File: config.mk
export PLATFORM = sky130hd
export DESIGN_NAME = t01_button_debounce_flat
export DESIGN_NICKNAME = d
export VERILOG_FILES = /design/src/rtl/t01_button_debounce_pkg.sv /design/src/rtl/t01_button_debounce_if.sv /design/src/rtl/t01_button_debounce.sv /design/src/flat_wrapper.sv
export SDC_FILE = /design/constraint.sdc
export NUM_CORES = 1
export LEC_CHECK = 0
export CORE_MARGIN = 1
export CORE_UTILIZATION = 58
export CTS_BUF_LIST = sky130_fd_sc_hd__clkbuf_4
export DETAILED_ROUTE_END_ITERATION = 10
export PLACE_DENSITY = 0.83
export SLEW_MARGIN = 15
export SYNTH_ARGS = -nofsm -noshare
export SYNTH_HDL_FRONTEND = slang
export SYNTH_SLANG_ARGS = --single-unit
File: constraint.sdc
create_clock -name clk -period 2.38 [get_ports clk]
set_input_delay 0.238 -clock clk [delete_from_list [all_inputs] [get_ports clk]]
set_output_delay 0.238 -clock clk [all_outputs]
set_load 0.05 [all_outputs]
File: src/rtl/t01_button_debounce_pkg.sv
// Shared types and default timing constants for the button debouncer.
// Latency: n/a (package only).
// Backpressure: n/a (package only).
package t01_button_pkg;

    typedef enum logic [1:0] {
        IDLE         = 2'd0,
        PRESS_WAIT   = 2'd1,
        HELD         = 2'd2,
        RELEASE_WAIT = 2'd3
    } t01_btn_state_t;

    localparam int T01_DEBOUNCE_CYCLES_DEF = 10000;
    localparam int T01_HOLD_CYCLES_DEF     = 500000;
    localparam int T01_REPEAT_CYCLES_DEF   = 100000;

    // Counter width: enough for the largest parameter plus one spare bit, so
    // the repeat window (HOLD-1 .. HOLD-1+REPEAT) never wraps.
    function automatic int cnt_width(input int a, input int b, input int c);
        int m;
        m = (a > b) ? a : b;
        m = (m > c) ? m : c;
        return $clog2(m) + 1;
    endfunction

endpackage

File: src/rtl/t01_button_debounce_if.sv
// Bundles the synchronized button input with the debounced level and event pulses.
// Latency: n/a (wiring only).
// Backpressure: none; pulses are fire-and-forget single-cycle events.
interface t01_button_debounce_if;
    logic button_sync;
    logic button_level;
    logic press_pulse;
    logic release_pulse;
    logic repeat_pulse;
    logic long_press;

    // Debouncer side: consumes the raw level, produces level and events.
    modport master (
        input  button_sync,
        output button_level,
        output press_pulse,
        output release_pulse,
        output repeat_pulse,
        output long_press
    );

    // Consumer side: supplies the raw level, observes level and events.
    modport slave (
        output button_sync,
        input  button_level,
        input  press_pulse,
        input  release_pulse,
        input  repeat_pulse,
        input  long_press
    );
endinterface

File: src/rtl/t01_button_debounce.sv
// Debounces a synchronized button level; emits press/release/repeat pulses and a long-press flag.
// Latency: level change accepted after DEBOUNCE_CYCLES stable edges; all outputs registered.
// Backpressure: none; pulses are single-cycle and cannot be stalled.
module t01_button_debounce
    import t01_button_pkg::*;
#(
    parameter int DEBOUNCE_CYCLES = T01_DEBOUNCE_CYCLES_DEF,
    parameter int HOLD_CYCLES     = T01_HOLD_CYCLES_DEF,
    parameter int REPEAT_CYCLES   = T01_REPEAT_CYCLES_DEF
) (
    input  logic                    clk,
    input  logic                    rst,
    t01_button_debounce_if.master   btn
);

    localparam int CW = cnt_width(DEBOUNCE_CYCLES, HOLD_CYCLES, REPEAT_CYCLES);

    localparam logic [CW-1:0] DB_LAST   = CW'(DEBOUNCE_CYCLES - 1);
    localparam logic [CW-1:0] HOLD_LAST = CW'(HOLD_CYCLES - 1);
    // After the first repeat the hold counter loops back to HOLD_LAST each
    // period, so it stays bounded however long the button is held.
    localparam logic [CW-1:0] REP_LAST  = CW'(HOLD_CYCLES - 1 + REPEAT_CYCLES);

    t01_btn_state_t state, state_nxt;
    logic [CW-1:0]  db_cnt, db_nxt;
    logic [CW-1:0]  hold_cnt, hold_nxt;
    logic [CW-1:0]  hold_inc;
    logic           level_q, level_nxt;
    logic           press_q, press_nxt;
    logic           release_q, release_nxt;
    logic           repeat_q, repeat_nxt;
    logic           long_q, long_nxt;
    logic           hold_adv;

    assign hold_inc = hold_cnt + 1'b1;

    // State register; reset aborts any in-flight debounce immediately.
    always_ff @(posedge clk or posedge rst) begin
        if (rst) state <= IDLE;
        else     state <= state_nxt;
    end

    // Next state, counters and registered-output values.
    always_comb begin
        state_nxt   = state;
        db_nxt      = db_cnt;
        hold_nxt    = hold_cnt;
        level_nxt   = level_q;
        press_nxt   = 1'b0;
        release_nxt = 1'b0;
        repeat_nxt  = 1'b0;
        long_nxt    = long_q;
        hold_adv    = 1'b0;

        case (state)
            IDLE: begin
                level_nxt = 1'b0;
                if (btn.button_sync) begin
                    state_nxt = PRESS_WAIT;
                    db_nxt    = CW'(1);
                end
            end
            PRESS_WAIT: begin
                if (!btn.button_sync) begin
                    state_nxt = IDLE;
                    db_nxt    = '0;
                end else if (db_cnt == DB_LAST) begin
                    state_nxt = HELD;
                    db_nxt    = '0;
                    level_nxt = 1'b1;
                    press_nxt = 1'b1;
                end else begin
                    db_nxt = db_cnt + 1'b1;
                end
            end
            HELD: begin
                if (!btn.button_sync) begin
                    state_nxt = RELEASE_WAIT;
                    db_nxt    = CW'(1);
                end else begin
                    hold_adv = 1'b1;
                end
            end
            RELEASE_WAIT: begin
                if (btn.button_sync) begin
                    // Release was a glitch: resume holding from the frozen count.
                    state_nxt = HELD;
                    db_nxt    = '0;
                    hold_adv  = 1'b1;
                end else if (db_cnt == DB_LAST) begin
                    state_nxt   = IDLE;
                    db_nxt      = '0;
                    hold_nxt    = '0;
                    level_nxt   = 1'b0;
                    release_nxt = 1'b1;
                    long_nxt    = 1'b0;
                end else begin
                    db_nxt = db_cnt + 1'b1;
                end
            end
            default: state_nxt = IDLE;
        endcase

        if (hold_adv) begin
            hold_nxt = hold_inc;
            if (hold_inc == HOLD_LAST) begin
                repeat_nxt = 1'b1;
                long_nxt   = 1'b1;
            end else if (long_q && hold_inc == REP_LAST) begin
                repeat_nxt = 1'b1;
                hold_nxt   = HOLD_LAST;
            end
        end
    end

    // Counters and registered outputs.
    always_ff @(posedge clk or posedge rst) begin
        if (rst) begin
            db_cnt    <= '0;
            hold_cnt  <= '0;
            level_q   <= 1'b0;
            press_q   <= 1'b0;
            release_q <= 1'b0;
            repeat_q  <= 1'b0;
            long_q    <= 1'b0;
        end else begin
            db_cnt    <= db_nxt;
            hold_cnt  <= hold_nxt;
            level_q   <= level_nxt;
            press_q   <= press_nxt;
            release_q <= release_nxt;
            repeat_q  <= repeat_nxt;
            long_q    <= long_nxt;
        end
    end

    assign btn.button_level  = level_q;
    assign btn.press_pulse   = press_q;
    assign btn.release_pulse = release_q;
    assign btn.repeat_pulse  = repeat_q;
    assign btn.long_press    = long_q;

endmodule

File: src/flat_wrapper.sv
// flat-port wrapper written by rule: the top's interface ports become plain ports
module t01_button_debounce_flat import t01_button_pkg::*;
#(
    parameter int DEBOUNCE_CYCLES = T01_DEBOUNCE_CYCLES_DEF,
    parameter int HOLD_CYCLES     = T01_HOLD_CYCLES_DEF,
    parameter int REPEAT_CYCLES   = T01_REPEAT_CYCLES_DEF
)
  (clk, rst, btn_button_sync, btn_button_level, btn_press_pulse, btn_release_pulse, btn_repeat_pulse, btn_long_press);
  t01_button_debounce_if btn_i ();
  input  logic clk;
  input  logic rst;
  input wire logic [$bits(btn_i.button_sync)-1:0] btn_button_sync;
  output wire logic [$bits(btn_i.button_level)-1:0] btn_button_level;
  output wire logic [$bits(btn_i.press_pulse)-1:0] btn_press_pulse;
  output wire logic [$bits(btn_i.release_pulse)-1:0] btn_release_pulse;
  output wire logic [$bits(btn_i.repeat_pulse)-1:0] btn_repeat_pulse;
  output wire logic [$bits(btn_i.long_press)-1:0] btn_long_press;
  assign btn_i.button_sync = btn_button_sync;
  assign btn_button_level = btn_i.button_level;
  assign btn_press_pulse = btn_i.press_pulse;
  assign btn_release_pulse = btn_i.release_pulse;
  assign btn_repeat_pulse = btn_i.repeat_pulse;
  assign btn_long_press = btn_i.long_press;
  t01_button_debounce #(.DEBOUNCE_CYCLES(DEBOUNCE_CYCLES), .HOLD_CYCLES(HOLD_CYCLES), .REPEAT_CYCLES(REPEAT_CYCLES)) u_core (.clk(clk), .rst(rst), .btn(btn_i));
endmodule
### Yosys cells after proc, flatten, opt, wreduce, memory -nomap -nowiden

Cells that the tools add are included.

| word-level totals | value |
|---|---|
| bits in registers | 47 |
| output and inout bits | 5 |
| input port bits | 3 |
| logic and storage cells | 74 |

| cells by class | value |
|---|---|
| add/sub/neg operators | 2 |
| eq/ne operators | 15 |
| reductions and logical operators | 10 |
| multiplexer cells | 39 |

Operator list:

| operator | count |
|---|---|
| $mux W20 | 11 |
| $pmux W20 S4 | 1 |
| $add A20 B1 Y20 const B | 2 |
| $eq A20 B14 Y1 const B | 1 |
| $eq A20 B19 Y1 const B | 1 |
| $eq A20 B20 Y1 const B | 1 |
| $mux W1 | 19 |
| $mux W2 | 6 |
| $ne A2 B2 Y1 const B | 4 |
| $pmux W2 S4 | 1 |
| $ne A2 B1 Y1 const B | 3 |
| $ne A3 B2 Y1 const B | 2 |
| $reduce_and A5 Y1 | 1 |
| $eq A2 B2 Y1 const B | 2 |
| $reduce_and A4 Y1 | 1 |
| $reduce_bool A2 Y1 | 2 |
| $pmux W1 S3 | 1 |
| $reduce_and A3 Y1 | 1 |
| $reduce_bool A3 Y1 | 1 |
| $eq A2 B1 Y1 const B | 1 |
| $logic_not A2 Y1 | 1 |
| $reduce_and A2 Y1 | 1 |
| $reduce_or A2 Y1 | 1 |
| $logic_and A1 B1 Y1 | 1 |

### Logic depth before layout (Yosys ltp)

Gate-level depths: netlist (run 1).

| depth | value |
|---|---|
| depth in word-level cells | 6 |
| mapped depth | 9 |

### Least setup slack after synthesis (run 1)

No wires, ideal clock.

| timing | value |
|---|---|
| kind | register to register |
| start | register u_core.hold_cnt[0] |
| end | register u_core.hold_cnt[7] |
| library setup time | 0.128 ns |
| period minus slack after synthesis | 2.275 ns |
| path slack | 0.105 ns |
| data arrival time | 2.147 ns |
| stages on the path, launching flop included | 10 |
| cell sequence | dfrtp_1 > ha_1 > and3_1 > nand3_1 > mux2_2 > nor4_2 > nand4_1 > buf_4 > a31oi_1 > a31oi_1 |

| between the ends | value |
|---|---|
| cells in the longest elaborated chain, start to end | 6 |

RTL lines:

| element | RTL line | text |
|---|---|---|
| start: declaration | t01_button_debounce.sv:26 | `logic [CW-1:0] hold_cnt, hold_nxt;` |
| start signal: assignment | t01_button_debounce.sv:128 | `hold_cnt <= hold_nxt;` |
| $add A20 B1 Y20 (*) | t01_button_debounce.sv:35 | `assign hold_inc = hold_cnt + 1'b1;` |
| $eq A20 B20 Y1 | t01_button_debounce.sv:109 | `end else if (long_q && hold_inc == REP_LAST) begin` |
| $logic_and A1 B1 Y1 | t01_button_debounce.sv:109 |  |
| $mux W20 | t01_button_debounce.sv:109 |  |
| $mux W20 (*) | t01_button_debounce.sv:106 | `if (hold_inc == HOLD_LAST) begin` |
| $mux W20 (*) | t01_button_debounce.sv:104 | `if (hold_adv) begin` |

Mark *: on every way between the ends. The rest lies on a longest branch, timed or not.
A chain may end at the register's enable or synchronous reset.

### Final worst setup path (run 1)

| timing | value |
|---|---|
| start | register u_core.hold_cnt[1] |
| end | register u_core.long_q (netlist: u_core.btn.long_press) |

| between the ends | value |
|---|---|
| cells in the longest elaborated chain, start to end | 4 |

RTL lines:

| element | RTL line | text |
|---|---|---|
| $add A20 B1 Y20 | t01_button_debounce.sv:35 |  |
| $eq A20 B19 Y1 | t01_button_debounce.sv:106 |  |
| $mux W1 | t01_button_debounce.sv:106 |  |
| $mux W1 | t01_button_debounce.sv:104 |  |
| named net u_core.long_nxt | t01_button_debounce.sv:32 | `logic long_q, long_nxt;` |
| end signal: assignment | t01_button_debounce.sv:133 | `long_q <= long_nxt;` |
| end: declaration | t01_button_debounce.sv:32 |  |

The timed path passes the listed nets, and every way through them passes these cells.

==> results of run 1 <==
[cell usage in the layout (no fill, tap or decap), types with 3 or more instances in the layout]
cell type	n
nor2_1	26
nand4_1	5
nor3_1	6
xnor2_1	8
o21ai_0	39
and3_1	7
buf_4	30
nor2_2	3
a21o_1	6
clkbuf_4	6
o21ai_1	3
o2111ai_1	3
inv_1	8
dfrtp_2	3
a31oi_1	10
nand2_1	42
clkdlybuf4s50_1	7
nor4_4	4
dfrtp_1	44
nand3b_1	4
a21oi_1	14
o31ai_1	9
and2_1	5
nor4_2	6
o21a_1	3
nand3_4	3
xor2_1	6
nand3_1	16
[metal layers]
layer | global-route usage [%] | vias up | share of wire, %
met4 | 10.02 | 0 | 1.4
met3 | 4.006 | 12 | 5.3
met2 | 44.34 | 101 | 48
li1 | - | 1284 | -
met1 | 39.28 | 1324 | 46
met5 | 0 | - | 0
[stage by stage]
stage | TNS, ns | util (%)
floorplan | 0 | -
detailed placement | 0 | 66.85
global placement | 0 | 66.85
finish | 0 | 71.14
CTS | 0 | 68.24
global route | -0.05523 | 71.14
[cell families (layout without fill, tap and decap cells)]
| family | after synthesis | after routing | share of synthesized area (%) |
|---|---|---|---|
| mux | 2 | 2 | 0.7662 |
| xor+xnor | 15 | 15 | 4.470 |
| compound gates | 98 | 98 | 20.18 |
| flops | 47 | 47 | 40.02 |
| fa+ha+maj | 3 | 3 | 1.277 |
| simple gates | 146 | 146 | 28.10 |
| buf+inv | 29 | 56 | 5.193 |
[worst max path at each step]
stage / endpoint / start / slack (ns) / cells past startpoint
2_1_floorplan: u_core.hold_cnt[7] / u_core.hold_cnt[0] / 0.10 / 9
6_report: u_core.btn.long_press / u_core.hold_cnt[1] / 0.1 / 8
4_1_cts: u_core.hold_cnt[5] / u_core.hold_cnt[1] / 0.004 / 9
5_1_grt: u_core.hold_cnt[5] / u_core.hold_cnt[3] / -0.02 / 8
3_5_place_dp: u_core.hold_cnt[5] / u_core.hold_cnt[0] / 0.01 / 9
3_3_place_gp: u_core.hold_cnt[5] / u_core.hold_cnt[0] / 0.10 / 9
[sequential cells by signal, summed over array words and instances (netlist names), named ones only]
register / flops
u_core.btn.repeat_pulse: 1
u_core.btn.button_level: 1
u_core.btn.long_press: 1
u_core.btn.release_pulse: 1
u_core.hold_cnt: 20
u_core.btn.press_pulse: 1
u_core.db_cnt: 20
u_core.state: 1
[where the power goes]
part           switching [mW]  leakage (nW)  internal (mW)
Combinational          0.0418         0.795         0.0225
Clock                   0.270        0.0317          0.126
Sequential            0.00800         0.625          0.805
Total                   0.320          1.45          0.953
[cells in the mapped netlist (2+ instances only)]
library cell,number
a21oi_1,14
xor2_1,6
nand3_4,3
and2_1,5
clkbuf_1,11
a21o_1,6
nand3_1,17
nand2_1,42
o21ai_0,39
a31oi_1,10
nor3_1,6
buf_6,4
inv_1,9
dfrtp_1,47
buf_4,3
nor4_2,5
nand3b_1,4
o21ai_1,4
buf_2,2
xnor2_1,9
o2111ai_1,3
mux2_2,2
nor4_1,6
o31ai_1,9
o22ai_1,2
o21a_1,3
nand2b_1,2
nor2_1,29
nand4_1,5
a211oi_1,2
and3_1,9
ha_1,3
[area by class of cell]
class	count	area [µm²]
fillers	357	1381
repair buffers	39	317.8
well taps	67	83.83
multi-input cells	264	1732
clock buffers	6	45.04
clock inverters	2	12.51
inverters	9	33.78
flip-flops and latches	47	1180
[worst reg2reg max path, delay by kind of cell (launching register included)]
kind | cells | cell delay [ns]
and+or+nand+nor | 6 | 1.37
DFF | 1 | 0.42
buffers and inverters | 1 | 0.17
AOI/OAI and AO/OA | 1 | 0.24
[repair_timing]
item | CTS | global route
pin swaps | 0 | 8
endpoints found under the setup margin | 1 | 35
gates cloned | 0 | 0
buffers inserted | 0 | 2
resized for setup | 1 | 28
endpoints found under the hold margin | 0 | 0
==> metrics.md, run 1 <==
| Metric | Value |
|---|---|
| PnR worst setup slack | `~0.096 ns` |
| First-pass GRT wire length | `around 11000 µm` |
| Critical path data required time | `2.67 ns` |
| Grt ovf | `0` |
| Die Area | `between 5000 and 6000 µm²` |
| Drt drc | `0` |
| Post-synthesis sequential area ratio | `between 40% and 50%` |
| Largest cells by area after synthesis | `dfrtp_1, o21ai_0, nand2_1` |
| Setup WS pre-CTS | `~0.014 ns` |
| Vias in the first global route | `~2400` |
| Crit-path cells | `buf_4 -> nand3_4 -> or4_4 -> nor4_4 -> nor2_2 -> nor4_2 -> nand3_1 -> o31ai_1` |
| Crit-path slowest cell | `or4_4` |
| FF-to-FF End | `u_core.btn.long_press` |
| CTS max path bufs | `2` |
| Share of layout cells above drive strength 1 | `between 20% and 30%` |
| Initial Util | `between 60% and 70%` |
| Post-Syn Area per Cell | `between 8 and 9 µm²` |
| Placed insts | `roughly 420` |
| Critical Path Max Stage Delay | `0.54 ns` |
| PortBufs | `7` |
| Power Total | `~1.3 mW` |
| CTS tree | `built` |
| Reg-to-reg slack, setup | `0.1 ns` |
| Initial drt markers | `between 200 and 300` |
| Yosys reg bits | `47` |
| Gpl congestion | `around 0.91` |
| Pwr Density | `between 300 and 400 nW/µm²` |
| Crit-path leading delay family | `simple AND/OR/NAND/NOR gates` |
| Synth area leader | `dfrtp_1` |
| N_diodes | `0` |
| Fin nets | `372` |
| Hold Worst Slack | `0.2368 ns` |
| Final Cycle Share | `a little over nine tenths` |
| Hold crit path type | `input pin to asynchronous set/reset pin` |
| Dpl cell area | `3199 µm²` |
| Ys Warns | `0` |
| Worst Skew | `0.01461 ns` |
| Final HPWL DP | `around 5000 µm` |
| Clk_lat worst skew | `~0.38 ns` |
| Syn nets | `~350` |
| Main synth FF type | `dfrtp_1` |
| CP Launch Type | `flip-flop` |
| Critical Path AT | `around 2.6 ns` |
| Clock transition at path regs | `between 0.1 and 0.15 ns` |
| Placeable Area | `approximately 4800 µm²` |
| Clk root buf | `clkbuf_4` |
| Die width | `roughly 73 µm` |
| Slew headroom | `between 20% and 30%` |
| Leakage power | `between 1 and 1.5 nW` |
| Wirelength per Cell | `about 17 µm` |
| Max cap viols | `0` |
| Ys async rst share | `100.0%` |
| DRT Pass-1 Iters | `5` |
| Gr usage total | `roughly 28%` |
| WS Path Type | `flip-flop to flip-flop` |
| Synth top area share | `40.02%` |
| FMAX | `~0.44 GHz` |
| Actual slew at the worst max-slew pin | `between 1 and 1.5 ns` |
| Worst reg2reg startpoint | `u_core.hold_cnt[1]` |
| CP max FO | `5` |
| Final Hold Vio Count | `0` |
| Netlist cell types | `51` |
| Row cnt | `25` |
| Count of final setup violators | `0` |
| Synth-to-layout area growth | `15.84%` |
| Num CTS Buffers | `5` |
| Status | `completed` |
| CP endpoint kind | `flip-flop` |
| Post-route design area | `3405 µm²` |
| Die Ht | `~73 µm` |
| Slew Viols, Final | `0` |
| CTS Sinks | `47` |
| Finished Layout Cells | `around 430` |
| Initial antenna violation count | `0` |
| Cell Area, Synth | `roughly 2900 µm²` |
| Mapped Cells | `340` |
| VDD IR max | `0.0003944 V` |
| EDFF count, synth | `0` |
| Tmin final | `between 2 and 2.5 ns` |
| Vias | `between 2000 and 3000` |
| IO Count | `8` |
| WP buf/inv | `1` |
| Vias per cell | `between 6 and 7` |
| Routed Antenna Nets | `0` |
| WL final | `7196 µm` |
| Pin count of the biggest net entering global routing | `32` |
| # H-tree levels | `2` |
| Hold buffer count at cts | `0` |
| FF-to-FF path depth | `8` |
Power figures use the tool's default switching activity.
==> inputs of run 2 (changes only) <==
--- a/config.mk
+++ b/config.mk
@@ -8,8 +8,10 @@
 export CORE_MARGIN = 1
 export CORE_UTILIZATION = 58
 export CTS_BUF_LIST = sky130_fd_sc_hd__clkbuf_4
+export CTS_CLUSTER_SIZE = 8
 export DETAILED_ROUTE_END_ITERATION = 10
 export PLACE_DENSITY = 0.83
+export SETUP_SLACK_MARGIN = 0.5
 export SLEW_MARGIN = 15
 export SYNTH_ARGS = -nofsm -noshare
 export SYNTH_HDL_FRONTEND = slang
==> metrics.md, run 2 (synthesis gave the netlist of run 1 again) <==
| Metric | Value |
|---|---|
| Final Hold Vio Count | `0` |
| CTS max path bufs | `2` |
| Critical Path AT | `~2.7 ns` |
| Worst reg2reg startpoint | `u_core.hold_cnt[4]` |
| CTS tree | `built` |
| Pin count of the biggest net entering global routing | `26` |
| Wirelength per Cell | `20.32 µm` |
| Sequential share of power | `between 50% and 60%` |
| Commonest non-fill, non-tap cells in the layout | `buf_4, nand2_1, dfrtp_1, o21ai_1, nand3_1` |
| Clk pwr share | `34.8%` |
| FF-to-FF path depth | `9` |
| Clk root buf | `clkbuf_4` |
| Setup WS pre-CTS | `~0.064 ns` |
| Final Cycle Share | `99.91%` |
| Num CTS Buffers | `5` |
| Die Area | `5356 µm²` |
| Crit-path slowest cell | `dfrtp_2` |
| Largest registers | `u_core.db_cnt: 20 flops, u_core.hold_cnt: 20 flops` |
| Row cnt | `25` |
| NetSw | `between 0.3 and 0.4 mW` |
| Status | `completed` |
| Reg-to-reg slack, setup | `roughly 0.0021 ns` |
| Final HPWL DP | `between 4000 and 5000 µm` |
| Crit-path cells | `buf_4 -> and2_1 -> a21oi_1 -> o2111ai_1 -> a211oi_2 -> nand4_1 -> buf_6 -> a31oi_1 -> o21ai_1` |
| FMAX | `0.4205 GHz` |
| Fin nets | `~400` |
| WL final | `roughly 9300 µm` |
| Initial drt markers | `~550` |
| CTS Sinks | `47` |
| PortBufs | `7` |
| Routed Antenna Nets | `0` |
| Net switching fraction of the power | `between 20% and 30%` |
| Hold crit path type | `input pin to asynchronous set/reset pin` |
| IO Count | `8` |
| CP endpoint kind | `flip-flop` |
| WP buf/inv | `2` |
| Grt ovf | `0` |
| N_diodes | `0` |
| Count of final setup violators | `0` |
| Hold buffer count at cts | `0` |
| Synth-to-layout area growth | `31.76%` |
| Critical Path Max Stage Delay | `0.49 ns` |
| Gr usage total | `between 30% and 40%` |
| Vias per cell | `~6.9` |
| Gpl congestion | `roughly 0.94` |
| Vias | `approximately 3200` |
| First-pass GRT wire length | `about 13000 µm` |
| FF-to-FF End | `u_core.hold_cnt[5]` |
| PnR worst setup slack | `between 0.002 and 0.0025 ns` |
| DRT Pass-1 Iters | `6` |
| Initial antenna violation count | `0` |
| WS Path Type | `flip-flop to flip-flop` |
| Logic gate share of total power | `under 10%` |
| VDD IR max | `roughly 0.00037 V` |
| Drt drc | `0` |
| Fillers | `236` |
| Die Ht | `approximately 73 µm` |
| Initial Util | `approximately 61%` |
| CP Launch Type | `flip-flop` |
| Crit-path leading delay family | `compound AO/OA/AOI/OAI gates` |
| Placeable Area | `4786 µm²` |
| Clock transition at path regs | `0.14 ns` |
| Share of layout cells above drive strength 1 | `37.15%` |
| Slew headroom | `between 30% and 40%` |
| Pwr Density | `367.0 nW/µm²` |
| Leakage power | `1.625 nW` |
| Worst Skew | `0.01097 ns` |
| Max cap viols | `0` |
| Commonest non-fill, non-tap cell in the layout | `buf_4` |
| Setup TNS | `0 ns` |
| Die width | `about 73 µm` |
| CP max FO | `6` |
| Tmin final | `approximately 2.4 ns` |
| RSZ-0062 raised after global routing | `true` |
| Slew Viols, Final | `0` |
| Critical path data required time | `between 2 and 3 ns` |
| Cell Int Power | `1.079 mW` |
| Vias in the first global route | `2740` |
| Actual slew at the worst max-slew pin | `approximately 0.95 ns` |
| # H-tree levels | `2` |
| Clk_lat worst skew | `about 0.38 ns` |
## run 2: cell types whose count changed in the layout (fill, tap and decap cells not counted), moves of 7 or more
| cell | before | now |
|---|---|---|
| buf_4 | 30 | 42 |
| o21ai_0 | 39 | 4 |
| nor2_4 | 0 | 8 |
| o21ai_1 | 3 | 31 |
| buf_6 | 2 | 12 |
| o21ai_2 | 1 | 8 |
| nor2_1 | 26 | 14 |
## run 2: how the worst max path moves through the flow
stage | from | endpoint | slack [ns] | cells after the start
detailed placement | u_core.hold_cnt[4] | u_core.hold_cnt[17] | 0.06 | 8
global placement | u_core.hold_cnt[4] | u_core.hold_cnt[17] | 0.12 | 8
floorplan | u_core.hold_cnt[1] | u_core.hold_cnt[7] | 0.28 | 9
finish | u_core.hold_cnt[4] | u_core.hold_cnt[5] | 0.002 | 9
CTS | u_core.hold_cnt[2] | u_core.hold_cnt[7] | 0.15 | 8
global route | u_core.hold_cnt[8] | u_core.hold_cnt[5] | -0.06 | 10
## run 2: area by class of cell
class	count	area, µm²	area share [%]
multi-input cells	268	1967	50.79
flip-flops and latches	47	1187	30.66
repair buffers	62	525.5	13.57
well taps	67	83.83	2.165
clock buffers	6	45.04	1.163
inverters	9	33.78	0.8724
clock inverters	1	30.03	0.7754
## run 2: layer usage
layer	track usage [%]	up-vias	part of all wire, %
li1	-	1348	-
met1	46.75	1505	38
met2	49.59	264	45
met3	5.663	71	13
met4	13.07	0	4.6
met5	0	-	0
## run 2: power by group through the flow
stage	sequential (mW)	clock, mW	combinational (mW)
finish	0.814	0.495	0.113
global route	0.814	0.522	0.120
CTS	0.813	0.488	0.0918
detailed placement	0.828	0	0.0631
global placement	0.828	0	0.0603
floorplan	0.826	0	0.0436
## run 2: worst reg2reg max path, cell delays in order, from the launching register on
cell	delay [ns]
dfrtp_2	0.49
buf_4	0.17
and2_1	0.24
a21oi_1	0.21
o2111ai_1	0.21
a211oi_2	0.27
nand4_1	0.22
buf_6	0.21
a31oi_1	0.16
o21ai_1	0.08
## run 2: timing repair
action / in CTS / in global routing
resized for setup: 74 / 34
endpoints found under the setup margin: 43 / 44
hold endpoints to repair: 0 / 0
gates cloned: 5 / 0
setup buffers: 26 / 12
pin swaps: 27 / 14
## run 2: metrics by stage
step | hold WS (ns) | total power [mW] | cell area [µm²] | cells | utilization [%]
finish | 0.2066 | 1.421 | 3872 | 460 | 80.92
global route | 0.2654 | 1.457 | 3872 | 460 | 80.92
CTS | 0.2371 | 1.392 | 3654 | 448 | 76.34
detailed placement | 0.4946 | 0.8912 | 3197 | 410 | 66.80
global placement | 0.4928 | 0.8882 | 3197 | 410 | 66.80
floorplan | 0.4509 | 0.8699 | 3062 | 340 | -
